[src/rtl/viterbi_pkg.sv]
`default_nettype none
// +--------------------------------------------------------------------------+
// | Package  : viterbi_pkg                                                   |
// | Purpose  : Shared Viterbi helpers: metric typedefs, parity, state count  |
// |            and the trellis connectivity (predecessor / branch-metric     |
// |            index per next state and input bit).                          |
// | Revision : 1.0 - initial release                                         |
// +--------------------------------------------------------------------------+
package viterbi_pkg;

  // Default metric widths of the decoder build
  localparam int c_bm_w_def = 4;
  localparam int c_pm_w_def = 8;

  typedef logic [c_bm_w_def-1:0] bm_t;
  typedef logic [c_pm_w_def-1:0] pm_t;

  function automatic int n_states(input int k);
    return 1 << (k - 1);
  endfunction

  function automatic logic parity(input logic [31:0] v);
    return ^v;
  endfunction

  // Predecessor p_b of next state ns: {ns[K-3:0], b}
  function automatic int pred_idx(input int k, input int ns, input int b);
    return ((ns << 1) | b) & (n_states(k) - 1);
  endfunction

  // Branch-metric index j = 2*c0 + c1 for the branch p_b -> ns.
  // The code register is {u, p_b} with u = ns[K-2] (newest bit is the MSB).
  function automatic int bm_idx(input int k, input int g0, input int g1,
                                input int ns, input int b);
    int   u;
    int   code;
    logic c0;
    logic c1;
    u    = (ns >> (k - 2)) & 1;
    code = (u << (k - 1)) | pred_idx(k, ns, b);
    c0   = parity(32'(g0 & code));
    c1   = parity(32'(g1 & code));
    return (c0 ? 2 : 0) + (c1 ? 1 : 0);
  endfunction

endpackage
`default_nettype wire

[src/rtl/acs_cs.sv]
`default_nettype none
// +--------------------------------------------------------------------------+
// | Module   : acs_cs                                                        |
// | Purpose  : Compare-select cell for one next state. Adds each branch      |
// |            metric to its predecessor metric with saturation and keeps    |
// |            the smaller candidate; a tie keeps candidate 0.               |
// | Ports    : i_pm0/i_pm1 predecessor metrics, i_bm0/i_bm1 branch metrics,  |
// |            o_sel selected metric, o_dec decision (1 = candidate 1 won).  |
// | Revision : 1.0 - initial release                                         |
// +--------------------------------------------------------------------------+
module acs_cs #(
  parameter int BM_W = 4,
  parameter int PM_W = 8
) (
  input  logic [PM_W-1:0] i_pm0,
  input  logic [PM_W-1:0] i_pm1,
  input  logic [BM_W-1:0] i_bm0,
  input  logic [BM_W-1:0] i_bm1,
  output logic [PM_W-1:0] o_sel,
  output logic            o_dec
);

  logic [PM_W:0]   w_sum0;
  logic [PM_W:0]   w_sum1;
  logic [PM_W-1:0] w_cand0;
  logic [PM_W-1:0] w_cand1;

  assign w_sum0 = {1'b0, i_pm0} + {{(PM_W + 1 - BM_W){1'b0}}, i_bm0};
  assign w_sum1 = {1'b0, i_pm1} + {{(PM_W + 1 - BM_W){1'b0}}, i_bm1};

  // Carry out means overflow: clamp to all ones
  assign w_cand0 = w_sum0[PM_W] ? '1 : w_sum0[PM_W-1:0];
  assign w_cand1 = w_sum1[PM_W] ? '1 : w_sum1[PM_W-1:0];

  // Strict compare so equal candidates resolve to b=0
  assign o_dec = (w_cand1 < w_cand0);
  assign o_sel = o_dec ? w_cand1 : w_cand0;

endmodule
`default_nettype wire

[src/rtl/acs_trellis_array.sv]
`default_nettype none
// +--------------------------------------------------------------------------+
// | Module   : acs_trellis_array                                             |
// | Purpose  : Add-compare-select array updating all 2^(K-1) path metrics of |
// |            a rate-1/2 code per accepted branch-metric vector.            |
// | Ports    : clk, rst (async, active-high), start (frame reload),          |
// |            in_valid/bm_i (branch metrics, entry j at [j*BM_W +: BM_W]),  |
// |            out_valid, dec_o (survivor bit per next state),               |
// |            best_state_o / best_pm_o (argmin / min of new metrics).       |
// | Config   : ACS_NORM_EN - subtract min(current metrics) every step.       |
// | Revision : 1.0 - initial release                                         |
// +--------------------------------------------------------------------------+
module acs_trellis_array
  import viterbi_pkg::*;
#(
  parameter int K       = 3,
  parameter int G0      = 7,
  parameter int G1      = 5,
  parameter int BM_W    = 4,
  parameter int PM_W    = 8,
  parameter int INIT_PM = 32
) (
  input  logic                    clk,
  input  logic                    rst,
  input  logic                    start,
  input  logic                    in_valid,
  input  logic [4*BM_W-1:0]       bm_i,
  output logic                    out_valid,
  output logic [(1<<(K-1))-1:0]   dec_o,
  output logic [K-2:0]            best_state_o,
  output logic [PM_W-1:0]         best_pm_o
);

  localparam int              c_n_states = n_states(K);
  localparam int              c_sw       = K - 1;
  localparam logic [PM_W-1:0] c_init_pm  = PM_W'(INIT_PM);

  logic [PM_W-1:0]       r_pm [c_n_states];
  logic [PM_W-1:0]       w_sel [c_n_states];
  logic [c_n_states-1:0] w_dec;
  logic [PM_W-1:0]       w_best_pm;
  logic [c_sw-1:0]       w_best_st;
  logic [PM_W-1:0]       w_min_cur;

  logic                  r_out_valid;
  logic [c_n_states-1:0] r_dec;
  logic [c_sw-1:0]       r_best_state;
  logic [PM_W-1:0]       r_best_pm;

  // One compare-select cell per next state; wiring is fixed at elaboration
  for (genvar ns = 0; ns < c_n_states; ns++) begin : g_state
    localparam int c_p0 = pred_idx(K, ns, 0);
    localparam int c_p1 = pred_idx(K, ns, 1);
    localparam int c_j0 = bm_idx(K, G0, G1, ns, 0);
    localparam int c_j1 = bm_idx(K, G0, G1, ns, 1);

    acs_cs #(
      .BM_W (BM_W),
      .PM_W (PM_W)
    ) u_cs (
      .i_pm0 (r_pm[c_p0]),
      .i_pm1 (r_pm[c_p1]),
      .i_bm0 (bm_i[c_j0*BM_W +: BM_W]),
      .i_bm1 (bm_i[c_j1*BM_W +: BM_W]),
      .o_sel (w_sel[ns]),
      .o_dec (w_dec[ns])
    );
  end

  // Argmin over the new metrics; strict compare keeps the lowest index on ties
  always_comb begin
    w_best_pm = w_sel[0];
    w_best_st = '0;
    for (int i = 1; i < c_n_states; i++) begin
      if (w_sel[i] < w_best_pm) begin
        w_best_pm = w_sel[i];
        w_best_st = c_sw'(i);
      end
    end
  end

`ifdef ACS_NORM_EN
  // Min over registered metrics only, so it runs in parallel with the ACS.
  // Every candidate is >= its predecessor metric >= this min, so the
  // subtraction never underflows.
  always_comb begin
    w_min_cur = r_pm[0];
    for (int i = 1; i < c_n_states; i++) begin
      if (r_pm[i] < w_min_cur) begin
        w_min_cur = r_pm[i];
      end
    end
  end
`else
  assign w_min_cur = '0;
`endif

  always_ff @(posedge clk or posedge rst) begin
    if (rst) begin
      for (int i = 0; i < c_n_states; i++) begin
        r_pm[i] <= (i == 0) ? '0 : c_init_pm;
      end
      r_out_valid  <= 1'b0;
      r_dec        <= '0;
      r_best_state <= '0;
      r_best_pm    <= '0;
    end else begin
      r_out_valid <= in_valid && !start;
      if (start) begin
        for (int i = 0; i < c_n_states; i++) begin
          r_pm[i] <= (i == 0) ? '0 : c_init_pm;
        end
      end else if (in_valid) begin
        for (int i = 0; i < c_n_states; i++) begin
          r_pm[i] <= w_sel[i] - w_min_cur;
        end
        r_dec        <= w_dec;
        r_best_state <= w_best_st;
        r_best_pm    <= w_best_pm;
      end
    end
  end

  assign out_valid    = r_out_valid;
  assign dec_o        = r_dec;
  assign best_state_o = r_best_state;
  assign best_pm_o    = r_best_pm;

endmodule
`default_nettype wire

[config.mk]
export PLATFORM = sky130hd
export DESIGN_NAME = acs_trellis_array
export DESIGN_NICKNAME = d
export VERILOG_FILES = /design/src/rtl/viterbi_pkg.sv /design/src/rtl/acs_cs.sv /design/src/rtl/acs_trellis_array.sv
export SDC_FILE = /design/constraint.sdc
export NUM_CORES = 1
export LEC_CHECK = 0
export BUFFER_PORTS_ARGS = -buffer_cell sky130_fd_sc_hd__buf_4
export CAP_MARGIN = 20
export CORE_AREA = 5 5 121 123
export CTS_BUF_LIST = sky130_fd_sc_hd__clkbuf_8
export DETAILED_ROUTE_END_ITERATION = 16
export DIE_AREA = 0 0 126 128
export PLACE_DENSITY_LB_ADDON = 0.15
export SKIP_CTS_REPAIR_TIMING = 1
export SLEW_MARGIN = 20
export SYNTH_ARGS = -nofsm -noshare
export SYNTH_HDL_FRONTEND = slang
export SYNTH_SLANG_ARGS = --single-unit
[constraint.sdc]
create_clock -name clk -period 23 [get_ports clk]
set_clock_uncertainty 0.15 [all_clocks]
set_input_delay 1.15 -clock clk [delete_from_list [all_inputs] [get_ports clk]]
set_output_delay 1.15 -clock clk [all_outputs]
set_load 0.02 [all_outputs]
==> results of run 1 <==
[cells in the final DEF (no fill, tap or decap), drive strengths merged, types with 7 or more instances in the layout]
master  count
nand2      48
inv        51
o211ai     11
nor3       13
o21ai      42
nand2b      8
nand4       7
buf        36
a21o       21
and2        7
xor2       12
dfrtp      44
a21oi      57
ha         76
nand3      13
o21a        9
xnor2      19
fa          8
mux2       13
a211oi     11
nor2      116
nor2b      19
mux2i      40
[how the worst max path moves through the flow]
stage	to	slack, ps	cells past startpoint
6_report	best_pm_o[4]	11670	45
3_3_place_gp	best_pm_o[4]	11480	45
4_1_cts	best_pm_o[4]	11530	45
2_1_floorplan	best_pm_o[1]	12880	46
5_1_grt	best_state_o[0]	11000	45
3_5_place_dp	best_pm_o[4]	11220	45
[logic make-up (layout without fill, tap and decap cells)]
logic type / count (synthesis) / in the layout / share of synthesized area
AND/OR/NAND/NOR: 242 / 242 / 0.187
AO/OA/AOI/OAI: 193 / 193 / 0.228
adder cells (fa/ha/maj): 84 / 84 / 0.188
buffers and inverters: 77 / 95 / 0.0554
multiplexers: 53 / 53 / 0.0958
flip-flops: 47 / 47 / 0.199
XOR/XNOR: 31 / 31 / 0.0459
[metal layers]
metal	track usage	up-vias
li1	-	2619
met1	0.255	2526
met2	0.375	146
met3	0.0200	34
met4	0.0707	0
met5	0	-
[stage by stage]
| stage | cells | cell area, µm² |
|---|---|---|
| floorplan | 727 | 5920 |
| global placement | 917 | 6270 |
| detailed placement | 917 | 6270 |
| CTS | 925 | 6410 |
| global route | 925 | 6420 |
| finish | 925 | 6420 |
[sequential cells by signal (all words and copies together), names as in the netlist]
signal and count:
out_valid 1, best_pm_o 8, dec_o 4, best_state_o 2
r_pm 32
[tightest hold or removal path: stages, from the launching register on]
cell                      delay, ps
sky130_fd_sc_hd__dfrtp_1        360
sky130_fd_sc_hd__nand2_1         50
sky130_fd_sc_hd__nand2_1         50
[layout make-up]
class                   instances  area [µm²]  area share
well taps                     180         225      0.0351
multi-input cells             603        4410       0.687
repair buffers                 36         270      0.0421
inverters                      51         193      0.0300
clock inverters                 3        71.3      0.0111
flip-flops and latches         47        1180       0.184
clock buffers                   5        68.8      0.0107
==> results.md, run 1 <==
### Status
• finished, final reports clean — result of the run

### Clocking
• 100 ps — clock slew at the register clock pins of the worst setup and hold paths
• 2 — Max Buffers Root-to-Sink
• 2 — Clock H-tree levels
• 47 — clock net sink count
• 5 — number of buffers created by CTS
• 320 ps — latest clock arrival within the worst-skew pair
• sky130_fd_sc_hd__clkbuf_8 — CTS Root Buffer Type
• done — TritonCTS clock tree

### Worst setup path
• 11 — Worst Path Max Fanout
• input port — crit start category
• 4 — critical path buffer and inverter count
• 23100 ps — critical path data required time
• in -> reg — worst setup path class
• 44 — path depth of the worst reg2reg path
• 12160 ps — minimum setup slack among reg-to-reg paths
• 11430 ps — worst endpoint data arrival time
• register — category of the worst setup path capture point
• r_pm[16] — FF-to-FF Start
• best_pm_o[4] — worst flop-to-flop path endpoint
• sky130_fd_sc_hd__a2111oi_0 — slowest CP cell
• compound AO/OA/AOI/OAI gates — kind of cell adding the most delay to the critical path
• bm_i[12] — CP Launch Point
• 670 ps — worst stage delay on the critical path

### Min path
• dec_o[1] — HP Start
• reg -> reg — type of the tightest min-delay check
• dec_o[1] — Hold Path Sink
• 2 — Hold Path Depth

### STA
• 11670 ps — post-layout worst setup margin
• 0.0882 GHz — Max Fclk
• 0 — number of endpoints with negative hold slack in the final report
• 338 ps — tightest hold margin
• 11330 ps — post-route minimum period
• 849 ps — Tightest Pin Transition
• 0.493 — period utilisation layout
• 0 — Slew Viols, Final
• 0 — final setup violation count
• 0 ps — Setup TNS Final
• no — unrepaired setup endpoints after global routing
• 0.429 — worst rel slew slack

### Synthesis
• 0.186 — share of the synthesized area in the top cell type
• 831 — Post-Syn Nets
• 8.14 µm² — Syn Area/Cell
• sky130_fd_sc_hd__dfrtp_1 — dominant synthesized flop cell
• sky130_fd_sc_hd__dfrtp_1 — top cell type by total area after synthesis
• 75 — Unique masters post-synth
• 0.199 — post-synthesis sequential area ratio
• 727 — count of mapped cells out of synthesis
• 0 — number of warnings printed during yosys synthesis
• 47 — Synth Register Bits
• 1.00 — fraction of registers with async set/reset
• 0 — count of flip-flops with a built-in enable after synthesis
• sky130_fd_sc_hd__nor2_1, sky130_fd_sc_hd__ha_1, sky130_fd_sc_hd__a21oi_1 — top cells by instance count after synthesis
• 0.00592 mm² — Post-Synthesis Cell Area
• sky130_fd_sc_hd__dfrtp_1, sky130_fd_sc_hd__ha_1, sky130_fd_sc_hd__nor2_1 — top post-synthesis cells by area
• sky130_fd_sc_hd__nor2_1 — most numerous cell in the Yosys netlist

### Detailed routing
• met4 — highest metal layer used by the detailed router
• 7.27 mm — M1 WL
• 18.1 µm — average routed wire per standard cell
• 16.8 mm — total wire length after detailed routing
• 5.76 — via density per instance
• 5 — first-pass iteration count of the detailed router
• 596 µm — met3 layer wire length in the routed design
• 0 — Antenna Nets Post-Route
• 0 — number of remaining DRC errors
• 334 — initial detailed-routing violation count
• 8.36 mm — wire length on met2
• 5325 — detailed-route via count

### Floorplan
• 0.0136 mm² — area of the placeable core
• 35 — Top-Level Pins
• 126 µm — floorplan die width
• 0.0161 mm² — total die area
• 0.436 — starting density of the core
• 43 — num rows
• 128 µm — Vert. Die Dim

### Global routing
• 26.6 mm — first-pass GRT wire length
• 48 — maximum number of pins on one net before global-route repair
• 0 — antenna violations before repair
• 0.206 — overall routing resource usage
• 5180 — via count of the first global-routing pass
• 0 — total global routing overflow

### Run
• 0 — number of violations of the max-capacitance limit

### Placement
• 13.5 mm — Post-DP HPWL
• 11220 ps — worst setup slack before clock tree synthesis
• 0.908 — gp weighted congestion
• 34 — total of buffers placed on input and output ports

### Finish
• 0.118 — layout cells sized above 1
• 0 — antenna diode count
• 1323 — number of inserted filler cells in the final layout
• 848 — # nets final
• 0.474 — post-layout utilization of the core
• 8.57% — area growth from synthesis to layout

Power of run 1 is not shown: default switching activity piles up to over one toggle a cycle in this logic, so the estimate is an artifact.
==> inputs of run 2 (changes only) <==
--- a/config.mk
+++ b/config.mk
@@ -5,12 +5,13 @@
 export SDC_FILE = /design/constraint.sdc
 export NUM_CORES = 1
 export LEC_CHECK = 0
+export ABC_AREA = 1
 export BUFFER_PORTS_ARGS = -buffer_cell sky130_fd_sc_hd__buf_4
 export CAP_MARGIN = 20
-export CORE_AREA = 5 5 121 123
+export CORE_AREA = 5 5 117 119
 export CTS_BUF_LIST = sky130_fd_sc_hd__clkbuf_8
 export DETAILED_ROUTE_END_ITERATION = 16
-export DIE_AREA = 0 0 126 128
+export DIE_AREA = 0 0 122 124
 export PLACE_DENSITY_LB_ADDON = 0.15
 export SKIP_CTS_REPAIR_TIMING = 1
 export SLEW_MARGIN = 20
==> constraint.sdc (replaced) <==
create_clock -name clk -period 11 [get_ports clk]
set_clock_uncertainty 0.15 [all_clocks]
set_input_delay 0.55 -clock clk [delete_from_list [all_inputs] [get_ports clk]]
set_output_delay 0.55 -clock clk [all_outputs]
set_load 0.02 [all_outputs]
==> results.md, run 2 <==
### Synthesis
• 47 — Synth Register Bits, unchanged
• 0.162 — Compound-Gate Fraction of Synth Area, -0.0666
• sky130_fd_sc_hd__nand2_1, sky130_fd_sc_hd__inv_1, sky130_fd_sc_hd__ha_1 — top cells by instance count after synthesis
• sky130_fd_sc_hd__dfrtp_1 — dominant synthesized flop cell
• sky130_fd_sc_hd__dfrtp_1, sky130_fd_sc_hd__ha_1, sky130_fd_sc_hd__nand2_1 — top post-synthesis cells by area
• 1.00 — fraction of registers with async set/reset, unchanged
• 0.00548 mm² — Post-Synthesis Cell Area, -7.3%
• 0.201 — share of the synthesized area in the top cell type, +0.0147
• 0.203 — fraction of the mapped netlist area in adder cells, +0.0148
• 0 — number of warnings printed during yosys synthesis, unchanged
• sky130_fd_sc_hd__dfrtp_1 — top cell type by total area after synthesis
• 0.0224 — synthesized-area fraction occupied by xor and xnor cells, -0.0235
• 921 — Post-Syn Nets, +11%
• sky130_fd_sc_hd__nand2_1 — most numerous cell in the Yosys netlist
• 0.294 — simple-gate share of the synthesized area, +0.107
• 6.71 µm² — Syn Area/Cell, -18%
• 42 — Unique masters post-synth, -44%
• 817 — count of mapped cells out of synthesis, +12%
• 0 — multiplexer share of the synthesized area, -0.0958
• simple AND/OR/NAND/NOR gates — largest family of logic cells by synthesized area
• 0 — count of flip-flops with a built-in enable after synthesis, unchanged
• 0.215 — post-synthesis sequential area ratio, +0.0157

### Clocking
• 2 — Clock H-tree levels, unchanged
• 320 ps — latest clock arrival within the worst-skew pair, about the same
• 100 ps — clock slew at the register clock pins of the worst setup and hold paths, about the same
• sky130_fd_sc_hd__clkbuf_8 — CTS Root Buffer Type
• 2 — Max Buffers Root-to-Sink, unchanged
• 5 — number of buffers created by CTS, unchanged
• 47 — clock net sink count, unchanged
• done — TritonCTS clock tree

### STA
• 0 — number of endpoints with negative hold slack in the final report, unchanged
• 0 — Slew Viols, Final, unchanged
• 0 — final setup violation count, unchanged
• 0.734 — period utilisation layout
• 0.415 — worst rel slew slack, -0.0147
• 8080 ps — post-route minimum period
• no — unrepaired setup endpoints after global routing
• 0 ps — Setup TNS Final, unchanged
• 0.124 GHz — Max Fclk
• 878 ps — Tightest Pin Transition, +29.2 ps

### Finish
• 950 — # nets final, +12%
• 0.0980 — layout cells sized above 1, -0.0201
• sky130_fd_sc_hd__nand2_1, sky130_fd_sc_hd__inv_1, sky130_fd_sc_hd__ha_1, sky130_fd_sc_hd__o21ai_0, sky130_fd_sc_hd__nor2_1 — commonest cells after routing, fill and taps aside
• r_pm — Most flops, register
• 0 — antenna diode count, unchanged
• 9.68% — area growth from synthesis to layout
• 0.00601 mm² — area of all placed cells without fillers, -6.4%
• sky130_fd_sc_hd__nand2_1 — most common cell after layout, fill and taps aside
• 32 — number of flip-flops in the largest register, unchanged

### Global routing
• 0 — antenna violations before repair, unchanged
• 48 — maximum number of pins on one net before global-route repair, unchanged
• 0 — total global routing overflow, unchanged
• 25.9 mm — first-pass GRT wire length, -2.7%
• 5335 — via count of the first global-routing pass, +3.0%
• 0.217 — overall routing resource usage, +0.0112

### Worst setup path
• 8190 ps — worst endpoint data arrival time, -3240 ps
• 520 ps — worst stage delay on the critical path, -150 ps
• sky130_fd_sc_hd__a211oi_1 — slowest CP cell
• register — crit start category
• 2920 ps — minimum setup slack among reg-to-reg paths, -9240 ps
• 11110 ps — critical path data required time, -11990 ps
• 17 — Worst Path Max Fanout, +6
• register — category of the worst setup path capture point
• reg -> reg — worst setup path class

### Floorplan
• 124 µm — Vert. Die Dim, -3.1%
• 0.440 — starting density of the core, +0.00350
• 0.0151 mm² — total die area, -6.2%
• 35 — Top-Level Pins, unchanged
• 122 µm — floorplan die width, -3.2%
• 0.0125 mm² — area of the placeable core, -8.1%
• 41 — num rows, -4.7%

### Detailed routing
• 15.7 mm — total wire length after detailed routing, -6.3%
• 0 — number of remaining DRC errors, unchanged
• 15.4 µm — average routed wire per standard cell, -15%
• 5356 — detailed-route via count, +0.58%
• 5.26 — via density per instance, -8.7%
• 0 — Antenna Nets Post-Route, unchanged
• 310 — initial detailed-routing violation count, -7.2%
• 5 — first-pass iteration count of the detailed router, unchanged

### Placement
• 12.8 mm — Post-DP HPWL, -4.8%
• 34 — total of buffers placed on input and output ports, unchanged
• 0.00590 mm² — post-placement cell area, -6.0%
• 0.902 — gp weighted congestion, -0.72%

### Run
• 0 — number of violations of the max-capacitance limit, unchanged

### Min path
• in -> async — type of the tightest min-delay check

### Status
• finished, final reports clean — result of the run

run 2: worst paths after layout:
kind / startpoint / end / depth (start not counted)
max: r_pm[2] / best_pm_o[6] / 35
max reg2reg: r_pm[2] / best_pm_o[6] / 35
min reg2reg: dec_o[2] / dec_o[2] / 2
min: rst / out_valid / 2
min in group clk: dec_o[2] / dec_o[2] / 2
max in group asynchronous: rst / r_pm[10] / 2
run 2: critical path: cells and delay by family (launching register included):
kind                     cells  cell delay, ps
AO/OA/AOI/OAI               13            3690
AND/OR/NAND/NOR             15            1780
adder cells (fa/ha/maj)      5            1680
buffers and inverters        2             290
flip-flops                   1             420
run 2: cell families (layout without fill, tap and decap cells):
logic type	Yosys count	in the layout
flip-flops	47	47
adder cells (fa/ha/maj)	84	84
AND/OR/NAND/NOR	366	366
XOR/XNOR	14	14
AO/OA/AOI/OAI	161	161
buffers and inverters	145	175
run 2: routing by layer:
metal | wire [µm] | global-route usage | vias to the layer above | share of wire
met2 | 7620 | 0.395 | 107 | 0.48
met1 | 6890 | 0.260 | 2464 | 0.44
met5 | 0 | 0 | - | 0
li1 | - | - | 2745 | -
met4 | 757 | 0.0994 | 0 | 0.048
met3 | 452 | 0.0200 | 40 | 0.029
run 2: metrics by stage:
stage / hold WS [ps] / cells / worst slack (ps) / util
finish: 225 / 1019 / 2920 / 0.482
global route: 301 / 1019 / 2210 / 0.482
CTS: 358 / 1019 / 3030 / 0.482
detailed placement: 329 / 1011 / 2800 / 0.473
global placement: 325 / 1011 / 2980 / 0.473
floorplan: 387 / 817 / 4030 / -
run 2: layout make-up:
type | count | area (µm²)
clock buffer | 5 | 68.8
clock inverter | 3 | 46.3
fill | 1339 | 6450
inverter | 129 | 485
multi-input combinational | 625 | 3730
sequential | 47 | 1180
tap | 172 | 215
timing repair buffer | 38 | 285
Power of run 2 is left out for the same reason.
